### src/rtl/mem_arbiter_if.sv
// Bundled client-side and memory-controller-side signals of the two-client memory arbiter.
// slave is the arbiter's view; master is the view of the clients and memory controller.
interface mem_arbiter_if;
    logic        c0_req, c1_req;
    logic        c0_we, c1_we;
    logic [15:0] c0_address, c1_address;
    logic [15:0] c0_data, c1_data;
    logic        c0_gnt, c1_gnt;
    logic        c0_rd_valid, c1_rd_valid;
    logic [15:0] c0_rd_data, c1_rd_data;
    logic [15:0] c0_rd_address, c1_rd_address;
    logic        c0_wr_ack, c1_wr_ack;

    logic [15:0] wr_address, wr_data;
    logic        wr_en;
    logic [15:0] rd_address;
    logic        rd_en;
    logic [15:0] wr_ret_address;
    logic        wr_ret_ack;
    logic [15:0] rd_ret_data, rd_ret_address;
    logic        rd_ret_ack;
    logic        err;

    modport slave (
        input  c0_req, c1_req, c0_we, c1_we, c0_address, c1_address, c0_data, c1_data,
        output c0_gnt, c1_gnt, c0_rd_valid, c1_rd_valid, c0_rd_data, c1_rd_data,
        output c0_rd_address, c1_rd_address, c0_wr_ack, c1_wr_ack,
        output wr_address, wr_data, wr_en, rd_address, rd_en,
        input  wr_ret_address, wr_ret_ack, rd_ret_data, rd_ret_address, rd_ret_ack,
        output err
    );

    modport master (
        output c0_req, c1_req, c0_we, c1_we, c0_address, c1_address, c0_data, c1_data,
        input  c0_gnt, c1_gnt, c0_rd_valid, c1_rd_valid, c0_rd_data, c1_rd_data,
        input  c0_rd_address, c1_rd_address, c0_wr_ack, c1_wr_ack,
        input  wr_address, wr_data, wr_en, rd_address, rd_en,
        output wr_ret_address, wr_ret_ack, rd_ret_data, rd_ret_address, rd_ret_ack,
        input  err
    );
endinterface

### src/rtl/mem_arbiter.sv
// Two-client round-robin arbiter in front of a memory controller; per-type tag FIFOs
// route in-order read/write returns back to the issuing client.
module mem_arbiter #(
    parameter int unsigned OUTSTANDING = 4
) (
    input  logic          clk,
    input  logic          rst_n,
    mem_arbiter_if.slave  bus
);
    localparam int unsigned PW = $clog2(OUTSTANDING);
    localparam int unsigned CW = PW + 1;
    localparam logic [CW-1:0] FULL = CW'(OUTSTANDING);

    typedef enum logic {PRIO_C0 = 1'b0, PRIO_C1 = 1'b1} prio_t;
    prio_t prio;

    logic [1:0]  req, we, elig, gnt;
    logic [15:0] addr [2];
    logic [15:0] data [2];
    logic        sel, rd_push, wr_push, rd_pop, wr_pop, rd_ok, wr_ok;

    logic [OUTSTANDING-1:0] rd_tags, wr_tags;
    logic [PW-1:0]          rd_wptr, rd_rptr, wr_wptr, wr_rptr;
    logic [CW-1:0]          rd_cnt, wr_cnt;
    logic                   rd_head, wr_head;

    assign req     = {bus.c1_req, bus.c0_req};
    assign we      = {bus.c1_we, bus.c0_we};
    assign addr[0] = bus.c0_address;
    assign addr[1] = bus.c1_address;
    assign data[0] = bus.c0_data;
    assign data[1] = bus.c1_data;
    assign rd_head = rd_tags[rd_rptr];
    assign wr_head = wr_tags[wr_rptr];

    // Grants are gated by rst_n so every output reads 0 while reset is held.
    always_comb begin
        rd_pop  = bus.rd_ret_ack && (rd_cnt != '0);
        wr_pop  = bus.wr_ret_ack && (wr_cnt != '0);
        rd_ok   = (rd_cnt != FULL) || rd_pop;
        wr_ok   = (wr_cnt != FULL) || wr_pop;
        elig[0] = req[0] && (we[0] ? wr_ok : rd_ok);
        elig[1] = req[1] && (we[1] ? wr_ok : rd_ok);
        gnt     = '0;
        if (rst_n) begin
            if (prio == PRIO_C0) begin
                if (elig[0])      gnt = 2'b01;
                else if (elig[1]) gnt = 2'b10;
            end else begin
                if (elig[1])      gnt = 2'b10;
                else if (elig[0]) gnt = 2'b01;
            end
        end
        sel     = gnt[1];
        rd_push = (gnt != '0) && !we[sel];
        wr_push = (gnt != '0) && we[sel];
    end

    assign bus.c0_gnt = gnt[0];
    assign bus.c1_gnt = gnt[1];

    always_ff @(posedge clk or negedge rst_n) begin
        if (!rst_n) begin
            prio              <= PRIO_C0;
            bus.rd_en         <= 1'b0;
            bus.wr_en         <= 1'b0;
            bus.rd_address    <= '0;
            bus.wr_address    <= '0;
            bus.wr_data       <= '0;
            rd_tags           <= '0;
            wr_tags           <= '0;
            rd_wptr           <= '0;
            rd_rptr           <= '0;
            wr_wptr           <= '0;
            wr_rptr           <= '0;
            rd_cnt            <= '0;
            wr_cnt            <= '0;
            bus.c0_rd_valid   <= 1'b0;
            bus.c1_rd_valid   <= 1'b0;
            bus.c0_rd_data    <= '0;
            bus.c1_rd_data    <= '0;
            bus.c0_rd_address <= '0;
            bus.c1_rd_address <= '0;
            bus.c0_wr_ack     <= 1'b0;
            bus.c1_wr_ack     <= 1'b0;
            bus.err           <= 1'b0;
        end else begin
            if (gnt[0])      prio <= PRIO_C1;
            else if (gnt[1]) prio <= PRIO_C0;

            bus.rd_en <= rd_push;
            bus.wr_en <= wr_push;
            if (rd_push) bus.rd_address <= addr[sel];
            if (wr_push) begin
                bus.wr_address <= addr[sel];
                bus.wr_data    <= data[sel];
            end

            if (rd_push) begin
                rd_tags[rd_wptr] <= sel;
                rd_wptr          <= rd_wptr + 1'b1;
            end
            if (rd_pop) rd_rptr <= rd_rptr + 1'b1;
            case ({rd_push, rd_pop})
                2'b10:   rd_cnt <= rd_cnt + 1'b1;
                2'b01:   rd_cnt <= rd_cnt - 1'b1;
                default: rd_cnt <= rd_cnt;
            endcase

            if (wr_push) begin
                wr_tags[wr_wptr] <= sel;
                wr_wptr          <= wr_wptr + 1'b1;
            end
            if (wr_pop) wr_rptr <= wr_rptr + 1'b1;
            case ({wr_push, wr_pop})
                2'b10:   wr_cnt <= wr_cnt + 1'b1;
                2'b01:   wr_cnt <= wr_cnt - 1'b1;
                default: wr_cnt <= wr_cnt;
            endcase

            bus.c0_rd_valid <= rd_pop && !rd_head;
            bus.c1_rd_valid <= rd_pop && rd_head;
            if (rd_pop && !rd_head) begin
                bus.c0_rd_data    <= bus.rd_ret_data;
                bus.c0_rd_address <= bus.rd_ret_address;
            end
            if (rd_pop && rd_head) begin
                bus.c1_rd_data    <= bus.rd_ret_data;
                bus.c1_rd_address <= bus.rd_ret_address;
            end
            bus.c0_wr_ack <= wr_pop && !wr_head;
            bus.c1_wr_ack <= wr_pop && wr_head;

            // Acks with nothing outstanding are dropped but flagged until reset.
            if ((bus.rd_ret_ack && rd_cnt == '0) || (bus.wr_ret_ack && wr_cnt == '0))
                bus.err <= 1'b1;
        end
    end
endmodule

### src/flat_wrapper.sv
// flat-port wrapper written by rule: the top's interface ports become plain ports
module mem_arbiter_flat 
#(
    parameter int unsigned OUTSTANDING = 4
)
  (clk, rst_n, bus_c0_req, bus_c1_req, bus_c0_we, bus_c1_we, bus_c0_address, bus_c1_address, bus_c0_data, bus_c1_data, bus_c0_gnt, bus_c1_gnt, bus_c0_rd_valid, bus_c1_rd_valid, bus_c0_rd_data, bus_c1_rd_data, bus_c0_rd_address, bus_c1_rd_address, bus_c0_wr_ack, bus_c1_wr_ack, bus_wr_address, bus_wr_data, bus_wr_en, bus_rd_address, bus_rd_en, bus_wr_ret_address, bus_wr_ret_ack, bus_rd_ret_data, bus_rd_ret_address, bus_rd_ret_ack, bus_err);
  mem_arbiter_if bus_i ();
  input  logic clk;
  input  logic rst_n;
  input wire logic [$bits(bus_i.c0_req)-1:0] bus_c0_req;
  input wire logic [$bits(bus_i.c1_req)-1:0] bus_c1_req;
  input wire logic [$bits(bus_i.c0_we)-1:0] bus_c0_we;
  input wire logic [$bits(bus_i.c1_we)-1:0] bus_c1_we;
  input wire logic [$bits(bus_i.c0_address)-1:0] bus_c0_address;
  input wire logic [$bits(bus_i.c1_address)-1:0] bus_c1_address;
  input wire logic [$bits(bus_i.c0_data)-1:0] bus_c0_data;
  input wire logic [$bits(bus_i.c1_data)-1:0] bus_c1_data;
  output wire logic [$bits(bus_i.c0_gnt)-1:0] bus_c0_gnt;
  output wire logic [$bits(bus_i.c1_gnt)-1:0] bus_c1_gnt;
  output wire logic [$bits(bus_i.c0_rd_valid)-1:0] bus_c0_rd_valid;
  output wire logic [$bits(bus_i.c1_rd_valid)-1:0] bus_c1_rd_valid;
  output wire logic [$bits(bus_i.c0_rd_data)-1:0] bus_c0_rd_data;
  output wire logic [$bits(bus_i.c1_rd_data)-1:0] bus_c1_rd_data;
  output wire logic [$bits(bus_i.c0_rd_address)-1:0] bus_c0_rd_address;
  output wire logic [$bits(bus_i.c1_rd_address)-1:0] bus_c1_rd_address;
  output wire logic [$bits(bus_i.c0_wr_ack)-1:0] bus_c0_wr_ack;
  output wire logic [$bits(bus_i.c1_wr_ack)-1:0] bus_c1_wr_ack;
  output wire logic [$bits(bus_i.wr_address)-1:0] bus_wr_address;
  output wire logic [$bits(bus_i.wr_data)-1:0] bus_wr_data;
  output wire logic [$bits(bus_i.wr_en)-1:0] bus_wr_en;
  output wire logic [$bits(bus_i.rd_address)-1:0] bus_rd_address;
  output wire logic [$bits(bus_i.rd_en)-1:0] bus_rd_en;
  input wire logic [$bits(bus_i.wr_ret_address)-1:0] bus_wr_ret_address;
  input wire logic [$bits(bus_i.wr_ret_ack)-1:0] bus_wr_ret_ack;
  input wire logic [$bits(bus_i.rd_ret_data)-1:0] bus_rd_ret_data;
  input wire logic [$bits(bus_i.rd_ret_address)-1:0] bus_rd_ret_address;
  input wire logic [$bits(bus_i.rd_ret_ack)-1:0] bus_rd_ret_ack;
  output wire logic [$bits(bus_i.err)-1:0] bus_err;
  assign bus_i.c0_req = bus_c0_req;
  assign bus_i.c1_req = bus_c1_req;
  assign bus_i.c0_we = bus_c0_we;
  assign bus_i.c1_we = bus_c1_we;
  assign bus_i.c0_address = bus_c0_address;
  assign bus_i.c1_address = bus_c1_address;
  assign bus_i.c0_data = bus_c0_data;
  assign bus_i.c1_data = bus_c1_data;
  assign bus_c0_gnt = bus_i.c0_gnt;
  assign bus_c1_gnt = bus_i.c1_gnt;
  assign bus_c0_rd_valid = bus_i.c0_rd_valid;
  assign bus_c1_rd_valid = bus_i.c1_rd_valid;
  assign bus_c0_rd_data = bus_i.c0_rd_data;
  assign bus_c1_rd_data = bus_i.c1_rd_data;
  assign bus_c0_rd_address = bus_i.c0_rd_address;
  assign bus_c1_rd_address = bus_i.c1_rd_address;
  assign bus_c0_wr_ack = bus_i.c0_wr_ack;
  assign bus_c1_wr_ack = bus_i.c1_wr_ack;
  assign bus_wr_address = bus_i.wr_address;
  assign bus_wr_data = bus_i.wr_data;
  assign bus_wr_en = bus_i.wr_en;
  assign bus_rd_address = bus_i.rd_address;
  assign bus_rd_en = bus_i.rd_en;
  assign bus_i.wr_ret_address = bus_wr_ret_address;
  assign bus_i.wr_ret_ack = bus_wr_ret_ack;
  assign bus_i.rd_ret_data = bus_rd_ret_data;
  assign bus_i.rd_ret_address = bus_rd_ret_address;
  assign bus_i.rd_ret_ack = bus_rd_ret_ack;
  assign bus_err = bus_i.err;
  mem_arbiter #(.OUTSTANDING(OUTSTANDING)) u_core (.clk(clk), .rst_n(rst_n), .bus(bus_i));
endmodule
### config.mk
export PLATFORM = sky130hd
export DESIGN_NAME = mem_arbiter_flat
export DESIGN_NICKNAME = d
export VERILOG_FILES = /design/src/rtl/mem_arbiter_if.sv /design/src/rtl/mem_arbiter.sv /design/src/flat_wrapper.sv
export SDC_FILE = /design/constraint.sdc
export NUM_CORES = 1
export LEC_CHECK = 0
export CORE_ASPECT_RATIO = 0.6
export CORE_MARGIN = 8
export CORE_UTILIZATION = 25
export CTS_BUF_LIST = sky130_fd_sc_hd__clkbuf_4
export CTS_CLUSTER_SIZE = 10
export DETAILED_ROUTE_END_ITERATION = 16
export GPL_TIMING_DRIVEN = 0
export SLEW_MARGIN = 15
export SYNTH_ARGS = -nofsm -noshare
export SYNTH_HDL_FRONTEND = slang
export SYNTH_SLANG_ARGS = --single-unit
### constraint.sdc
create_clock -name clk -period 5.1 [get_ports clk]
set_input_delay 1.02 -clock clk [delete_from_list [all_inputs] [get_ports clk]]
set_output_delay 1.02 -clock clk [all_outputs]
set_load 0.02 [all_outputs]
==> results of run 1 <==
-- placed cells by master (no fill, tap or decap), drive strengths merged, types with 4 or more instances in the layout --
cell type,synthesis,routed
nand2,9,9
a21oi,8,8
dfrtp,142,142
nand3,9,9
xor2,4,4
nor2,6,6
mux2,67,67
ha,10,10
or3,51,51
buf,18,20
nor3,4,4
inv,21,21
clkinv,0,7
o21ai,6,6
o221a,48,48
xnor2,8,8
bufinv,0,5
clkbuf,9,27
clkdlybuf4s50,0,221
a22o,8,8
-- cells in the mapped netlist (all sizes together), types with 2 or more instances --
library cell  number
mux4               2
or2                2
ha                10
a21o               2
nand2b             3
buf               18
xnor2              8
clkbuf             9
nand2              9
mux2              67
o21ai              6
xor2               4
nor2               6
o221a             48
nor4b              2
or3               51
nor3               4
dfrtp            142
fa                 2
nand3              9
o22ai              2
a21oi              8
inv               21
a22o               8
-- flip-flops by register name (all words and copies together) (netlist names), 2 cells and up --
register	cells
u_core.bus.wr_data	16
u_core.rd_rptr	2
u_core.bus.rd_address	16
u_core.wr_rptr	2
u_core.bus.wr_address	16
u_core.wr_wptr	2
u_core.rd_cnt	3
u_core.bus.c1_rd_address	16
u_core.rd_tags	4
u_core.bus.c1_rd_data	16
u_core.wr_cnt	3
u_core.bus.c0_rd_address	16
u_core.rd_wptr	2
u_core.wr_tags	4
u_core.bus.c0_rd_data	16
-- per-layer routing --
metal	wire length, microns	vias to the layer above	global-route usage (%)
li1	-	2181	-
met1	9450	2317	17.9
met2	8690	109	19.7
met3	1190	23	3.99
met4	405	0	5.11
met5	0	-	0
-- stage by stage --
step / hold WS [ns] / cell area, sq um / util, % / setup slack [ns] / std cells
floorplan: 0.453 / 6210 / - / 1.79 / 451
global placement: 0.469 / 8830 / 36.4 / -4.88 / 995
detailed placement: 0.472 / 8860 / 36.5 / 0.169 / 996
CTS: 0.229 / 9200 / 37.9 / 0.170 / 1028
global route: 0.242 / 9200 / 37.9 / 0.198 / 1029
finish: 0.316 / 9210 / 37.9 / 0.334 / 1031
-- layout make-up --
cell class	count	share of cell area, %
tap	322	4.38
clock buffer	18	1.47
buffer	27	1.97
multi-input combinational	261	26.0
antenna	3	0.0815
timing repair buffer	223	24.5
inverter	21	0.856
sequential	142	38.6
clock inverter	14	2.15
-- report_power, final --
group / leakage (nW) / switching (mW) / internal (mW) / total [mW]
logic: 1.85 / 1.31 / 1.35 / 2.65
clock network: 0.176 / 0.433 / 0.435 / 0.868
registers: 1.63 / 0.308 / 1.64 / 1.95
-- worst max-delay path: stages --
cell and delay, ns:
sky130_fd_sc_hd__clkdlybuf4s50_1 0.54, sky130_fd_sc_hd__nor4b_4 0.45, sky130_fd_sc_hd__a21oi_2 0.26, sky130_fd_sc_hd__clkbuf_1 0.35
sky130_fd_sc_hd__o32a_1 0.39, sky130_fd_sc_hd__nor2_1 0.09, sky130_fd_sc_hd__clkdlybuf4s50_1 0.63
-- cells by family (layout without fill, tap and decap cells) --
kind of cell,Yosys count,after routing,synth area share (%)
AOI/OAI and AO/OA,78,78,12.3
xor gates and xnor gates,12,12,1.69
adders and majority gates,12,12,2.66
buffers and inverters,48,303,4.19
DFF,142,142,57.3
muxes,70,70,13.0
other,0,3,0
and+or+nand+nor,89,89,8.81
-- repair_timing --
item / in CTS / in global routing
gates resized for setup: 0 / 1
setup buffers: 0 / 0
setup endpoints to repair: 0 / 1
-- path summary, 6_finish.rpt --
check | startpoint | endpoint | slack (ns) | depth (start not counted)
max | bus_wr_ret_ack | bus_c0_gnt | 0.33 | 7
min | rst_n | u_core.bus.rd_address[3] | 0.32 | 1
max reg2reg | u_core.rd_cnt[1] | u_core.rd_cnt[2] | 2.07 | 11
min reg2reg | u_core.wr_rptr[1] | u_core.wr_rptr[1] | 0.49 | 1
max in group asynchronous | rst_n | u_core.wr_rptr[1] | 3.97 | 2
min in group clk | u_core.wr_rptr[1] | u_core.wr_rptr[1] | 0.49 | 1
==> Implementation_results.wiki, run 1 <==
{| class="wikitable"
! Metric !! Value
|-
| Router iterations before antenna repair || 4
|-
| Number of clock sinks seen by CTS || around 140
|-
| Floorplan die area || about 30,000 sq um
|-
| EDFF count, synth || 0
|-
| Worst slew margin relative to its limit || ~59%
|-
| Clock Tree Buf Depth || 2
|-
| Placeable core region || 24,300 sq um
|-
| Run status || finished, final reports clean
|-
| Final setup violating endpoints || 0
|-
| Largest area contributor in the synthesized netlist || sky130_fd_sc_hd__dfrtp_1
|-
| Average cell area after synthesis || approximately 14 sq um
|-
| Overall power of the completed layout || 5.47 mW
|-
| Kind of start point of the critical path || input pin
|-
| Total power per unit cell area || roughly 590 nW/um^2
|-
| Routed WL per cell || around 19 microns
|-
| Number of failing hold endpoints at the final stage || 0
|-
| Total global-route track usage || a little over an eighth
|-
| Post-synthesis sequential area ratio || between 50 and 60%
|-
| Setup skew after layout || 0.0311 ns
|-
| Net count of the finished layout || about 830
|-
| X dimension of the die || about 220 microns
|-
| Clk Tree Root Cell || sky130_fd_sc_hd__clkbuf_4
|-
| Final weighted congestion of routability-driven global placement || between 0.7 and 0.8
|-
| Vias in the first global route || between 4,000 and 5,000
|-
| Total count of max-transition violations in the final report || 0
|-
| Dominant register cell in the synthesized netlist || sky130_fd_sc_hd__dfrtp_1
|-
| Peak Freq || 210 MHz
|-
| Synth warn || 0
|-
| Cells after synthesis || about 450
|-
| Leak pwr || roughly 3.7 nW
|-
| Number of vias in the routed layout || 4,630
|-
| Crit-path max FO || 11
|-
| Multi-input gate area || between 2000 and 2500 sq um
|-
| Iteration-0 DRC count of the detailed router || 237
|-
| ANT nets after route || 0
|-
| Final Critical Period || around 4.8 ns
|-
| DRC violations left || 0
|-
| Number of port buffers || 222
|-
| Largest vdd supply drop || about 0.25 mV
|-
| Effective utilization at floorplan || around 26%
|-
| Post-synthesis sequential element count || about 140
|-
| Share of cells above drive strength 1 || a little under a tenth
|-
| Worst EP arrival || between 3 and 4 ns
|-
| CP Capture Type || output pin
|-
| Max-capacitance violation count || 0
|-
| Sum of negative setup slack || 0 ns
|-
| Pin count of the biggest net entering global routing || 98
|-
| Count of fill cells added during filler insertion || about 2,400
|-
| Net count of the mapped netlist || between 500 and 600
|-
| Number of buffers created by CTS || 17
|-
| Sum of routed wire length over all layers || a little under 20,000 microns
|-
| Share of the synthesized area in the top cell type || between 50 and 60%
|-
| Hpwl dp || 14,700 microns
|-
| Skew-Pair Late Insertion Delay || ~0.6 ns
|-
| Clock tree from TritonCTS || built
|-
| Count of boundary I/O pins || roughly 240
|-
| Initial antenna violation count || 1
|-
| RSZ-0062 raised after global routing || false
|-
| FF+latch area || 3550 sq um
|-
| Row count || 44
|-
| Summed instance area of the synthesized netlist || slightly above 6000 sq um
|-
| Cts hold-fix bufs || 0
|-
| Wire length of the first global-routing pass || 30,900 microns
|-
| Slew @ Worst Pin || between 0.6 and 0.7 ns
|-
| Number of distinct library cells after synthesis || 40
|-
| Via density || roughly 4.5
|-
| Clk slew on worst S/H paths || 0.14 ns
|-
| Kind of critical path || input pin to output pin
|-
| Synth area leaders || sky130_fd_sc_hd__dfrtp_1 (57%), sky130_fd_sc_hd__mux2_1 (11%), sky130_fd_sc_hd__o221a_1 (8.7%)
|-
| CTS HTree Levels || 4
|-
| Layout overhead on the synthesized area || 48.4%
|-
| Hold Crit Class || input pin to asynchronous set/reset pin
|-
| Die Height || between 100 and 150 microns
|-
| Residual overflow from global routing || 0
|-
| Async set or reset register ratio after synthesis || 100%
|-
| Post-route clock period utilization || 93.4%
|-
| Required time worst endpoint || a little over 4 ns
|}
No activity file was read; power rests on OpenSTA's default activity.
==> run 2: changes to the inputs <==
- REMOVE_ABC_BUFFERS: default -> 1
==> run 2 against run 1 <==
Flip-flop and latch count stayed put; non-clock buffer count is 19 lower; final cell count is 2.2% lower; worst setup slack better by 0.23 ns; die area stayed put; routed wire length is 4.1% lower; clock skew is 0.0076 ns lower; power hardly changed; sequential share of layout area is 0.063 points higher; largest cell class unchanged.
==> Implementation_results.wiki, run 2 (same netlist as run 1, synthesis figures left out) <==
{| class="wikitable"
! Metric !! Value
|-
| Run status || finished, final reports clean
|-
| Worst slew margin relative to its limit || 46.5% (-12 points)
|-
| Post-route clock period utilization || 88.9% (-4.5 points)
|-
| Die Height || 138 microns (unchanged)
|-
| Clk Tree Root Cell || sky130_fd_sc_hd__clkbuf_4
|-
| Post-cts repair resize count || 0 (unchanged)
|-
| Maximum single-stage delay on the critical path || 0.71 ns (+0.08 ns)
|-
| Required time worst endpoint || 4.08 ns (about the same)
|-
| Wire length of the first global-routing pass || 29,800 microns (-3.6%)
|-
| Final weighted congestion of routability-driven global placement || 0.727 (-4.5%)
|-
| Layout overhead on the synthesized area || 48.1%
|-
| Minimum setup slack among reg-to-reg paths || 1.90 ns (-0.17 ns)
|-
| Crit-path cells || clkdlybuf4s50_1 -> inv_1 -> or3_1 -> a2bb2oi_1 -> clkdlybuf4s50_1
|-
| Hold Crit Class || input pin to asynchronous set/reset pin
|-
| Cell type with the highest occurrence count on the critical path || sky130_fd_sc_hd__clkdlybuf4s50_1
|-
| # placed instances || 976 (-2.0%)
|-
| Peak Freq || 221 MHz (+5.1%)
|-
| Vias in the first global route || 4,781 (-3.5%)
|-
| CP Capture Type || output pin
|-
| Number of port buffers || 224 (+0.90%)
|-
| Cell family contributing the most delay on the critical path || buffers and inverters
|-
| Critical Path Stages || 5 (-2)
|-
| Max-capacitance violation count || 0 (unchanged)
|-
| ANT nets after route || 0 (unchanged)
|-
| Total power per unit cell area || 595 nW/um^2 (+0.19%)
|-
| Leak pwr || 3.62 nW (-0.82%)
|-
| Number of buffers created by CTS || 17 (unchanged)
|-
| Hpwl dp || 13,400 microns (-9.0%)
|-
| DRC violations left || 0 (unchanged)
|-
| Initial antenna violation count || 1 (unchanged)
|-
| RSZ-0062 raised after global routing || false
|-
| Net count of the finished layout || 806 (-2.3%)
|-
| Share of cells above drive strength 1 || 8.61% (-0.88 points)
|-
| Number of vias in the routed layout || 4,544 (-1.9%)
|-
| Number of clock sinks seen by CTS || 142 (unchanged)
|-
| Worst setup path end || bus_c1_gnt
|-
| Clk slew on worst S/H paths || 0.14 ns (about the same)
|-
| Worst EP arrival || 3.51 ns (-0.24 ns)
|-
| Clock Tree Buf Depth || 2 (unchanged)
|-
| Clock tree from TritonCTS || built
|-
| Crit-path max FO || 8 (-3)
|-
| Iteration-0 DRC count of the detailed router || 252 (+6.3%)
|-
| CTS HTree Levels || 4 (unchanged)
|-
| Total global-route track usage || 12.5% (-0.73 points)
|-
| X dimension of the die || 219 microns (unchanged)
|-
| Worst R2R End || u_core.wr_cnt[2]
|-
| Final setup violating endpoints || 0 (unchanged)
|-
| Number of failing hold endpoints at the final stage || 0 (unchanged)
|-
| Most frequent standard cell in the layout excluding fill and tap cells || sky130_fd_sc_hd__clkdlybuf4s50_1
|-
| Slew @ Worst Pin || 0.802 ns (+0.181 ns)
|-
| Floorplan die area || 30,300 sq um (unchanged)
|-
| Skew-Pair Late Insertion Delay || 0.58 ns (-0.02 ns)
|-
| Kind of critical path || input pin to output pin
|-
| Cts hold-fix bufs || 0 (unchanged)
|-
| Largest vdd supply drop || 0.233 mV (-6.0%)
|-
| Setup slack of the critical path after layout || 0.565 ns (+0.231 ns)
|-
| Final hold slack || 0.310 ns (-0.00599 ns)
|-
| Residual overflow from global routing || 0 (unchanged)
|-
| Setup skew after layout || 0.0235 ns (-0.00761 ns)
|-
| Buffer count from post-CTS setup fixing || 0 (unchanged)
|-
| Worst Reg-to-Reg Cells || 10 (-1)
|-
| Kind of start point of the critical path || input pin
|-
| Pre-CTS worst setup slack || -0.0177 ns (-0.187 ns)
|-
| Router iterations before antenna repair || 4 (unchanged)
|-
| Number of cells in the finished layout apart from fillers || 1,008 (-2.2%)
|-
| Reg2Reg Launch Point || u_core.wr_cnt[1]
|-
| Via density || 4.51 (+0.38%)
|-
| Final Critical Period || 4.53 ns (-0.231 ns)
|-
| Routed WL per cell || 18.8 microns (-1.9%)
|-
| Commonest cells after routing, fill and taps aside || sky130_fd_sc_hd__clkdlybuf4s50_1 (223), sky130_fd_sc_hd__dfrtp_1 (142), sky130_fd_sc_hd__mux2_1 (61)
|-
| Row count || 44 (unchanged)
|-
| Worst setup path startpoint || bus_c1_we
|-
| Buffer and inverter count on the worst path || 3 (unchanged)
|-
| Slowest stage cell on the critical path || sky130_fd_sc_hd__clkdlybuf4s50_1
|-
| Effective utilization at floorplan || 25.6% (unchanged)
|-
| Placeable core region || 24,300 sq um (unchanged)
|-
| Sum of routed wire length over all layers || 18,900 microns (-4.1%)
|-
| Count of boundary I/O pins || 241 (unchanged)
|-
| Total count of max-transition violations in the final report || 0 (unchanged)
|-
| Pin count of the biggest net entering global routing || 99 (+1.0%)
|}
run 2: cell types whose count changed in the layout (fill, tap and decap cells not counted), moves of 2 or more:
cell	change
sky130_fd_sc_hd__buf_16	+4
sky130_fd_sc_hd__buf_2	-7
sky130_fd_sc_hd__buf_4	-3
sky130_fd_sc_hd__buf_6	-6
sky130_fd_sc_hd__clkbuf_1	-9
sky130_fd_sc_hd__clkdlybuf4s50_1	+2
sky130_fd_sc_hd__diode_2	-2
sky130_fd_sc_hd__nand2_1	-2
sky130_fd_sc_hd__nand2_2	+2
run 2: power breakdown:
group,switching [mW],internal [mW],total (mW),leakage (nW)
clock,0.423,0.428,0.850,0.171
combinational,1.30,1.38,2.68,1.82
sequential,0.304,1.64,1.94,1.63
total,2.03,3.44,5.47,3.62
run 2: layout make-up:
class                      instances  area [sq um]
fill                            2362         15100
antenna                            1          2.50
sequential                       142          3550
timing repair buffer             231          2410
multi-input combinational        261          2420
inverter                          21          78.8
tap                              322           403
clock inverter                    13           198
clock buffer                      17           128
run 2: how the worst min path moves through the flow:
stage,start,to,slack (ns),cells past startpoint
CTS,rst_n,u_core.bus.wr_data[13],0.25,1
global placement,u_core.bus.c0_rd_address[7],u_core.bus.c0_rd_address[7],0.47,1
finish,rst_n,u_core.bus.wr_data[13],0.31,1
detailed placement,u_core.bus.err,u_core.bus.err,0.47,1
global route,rst_n,u_core.bus.wr_data[13],0.27,1
floorplan,u_core.rd_rptr[1],u_core.rd_rptr[1],0.45,1
run 2: metal layers:
| metal | share of wire, % | track usage (%) | vias to the layer above |
|---|---|---|---|
| met3 | 5.3 | 3.42 | 14 |
| met2 | 46 | 18.6 | 97 |
| li1 | - | - | 2126 |
| met5 | 0 | 0 | - |
| met4 | 1.4 | 4.24 | 0 |
| met1 | 48 | 17.4 | 2307 |
run 2: metrics by stage:
step	area, sq um	setup TNS [ns]	power (mW)	util [%]
6_report	9190	0	5.47	37.9
3_5_place_dp	8830	-0.0177	4.68	36.4
4_1_cts	9160	0	5.57	37.7
5_1_grt	9190	0	5.81	37.9
3_3_place_gp	8670	-811.48	4.59	35.7
2_1_floorplan	6020	0	3.31	-
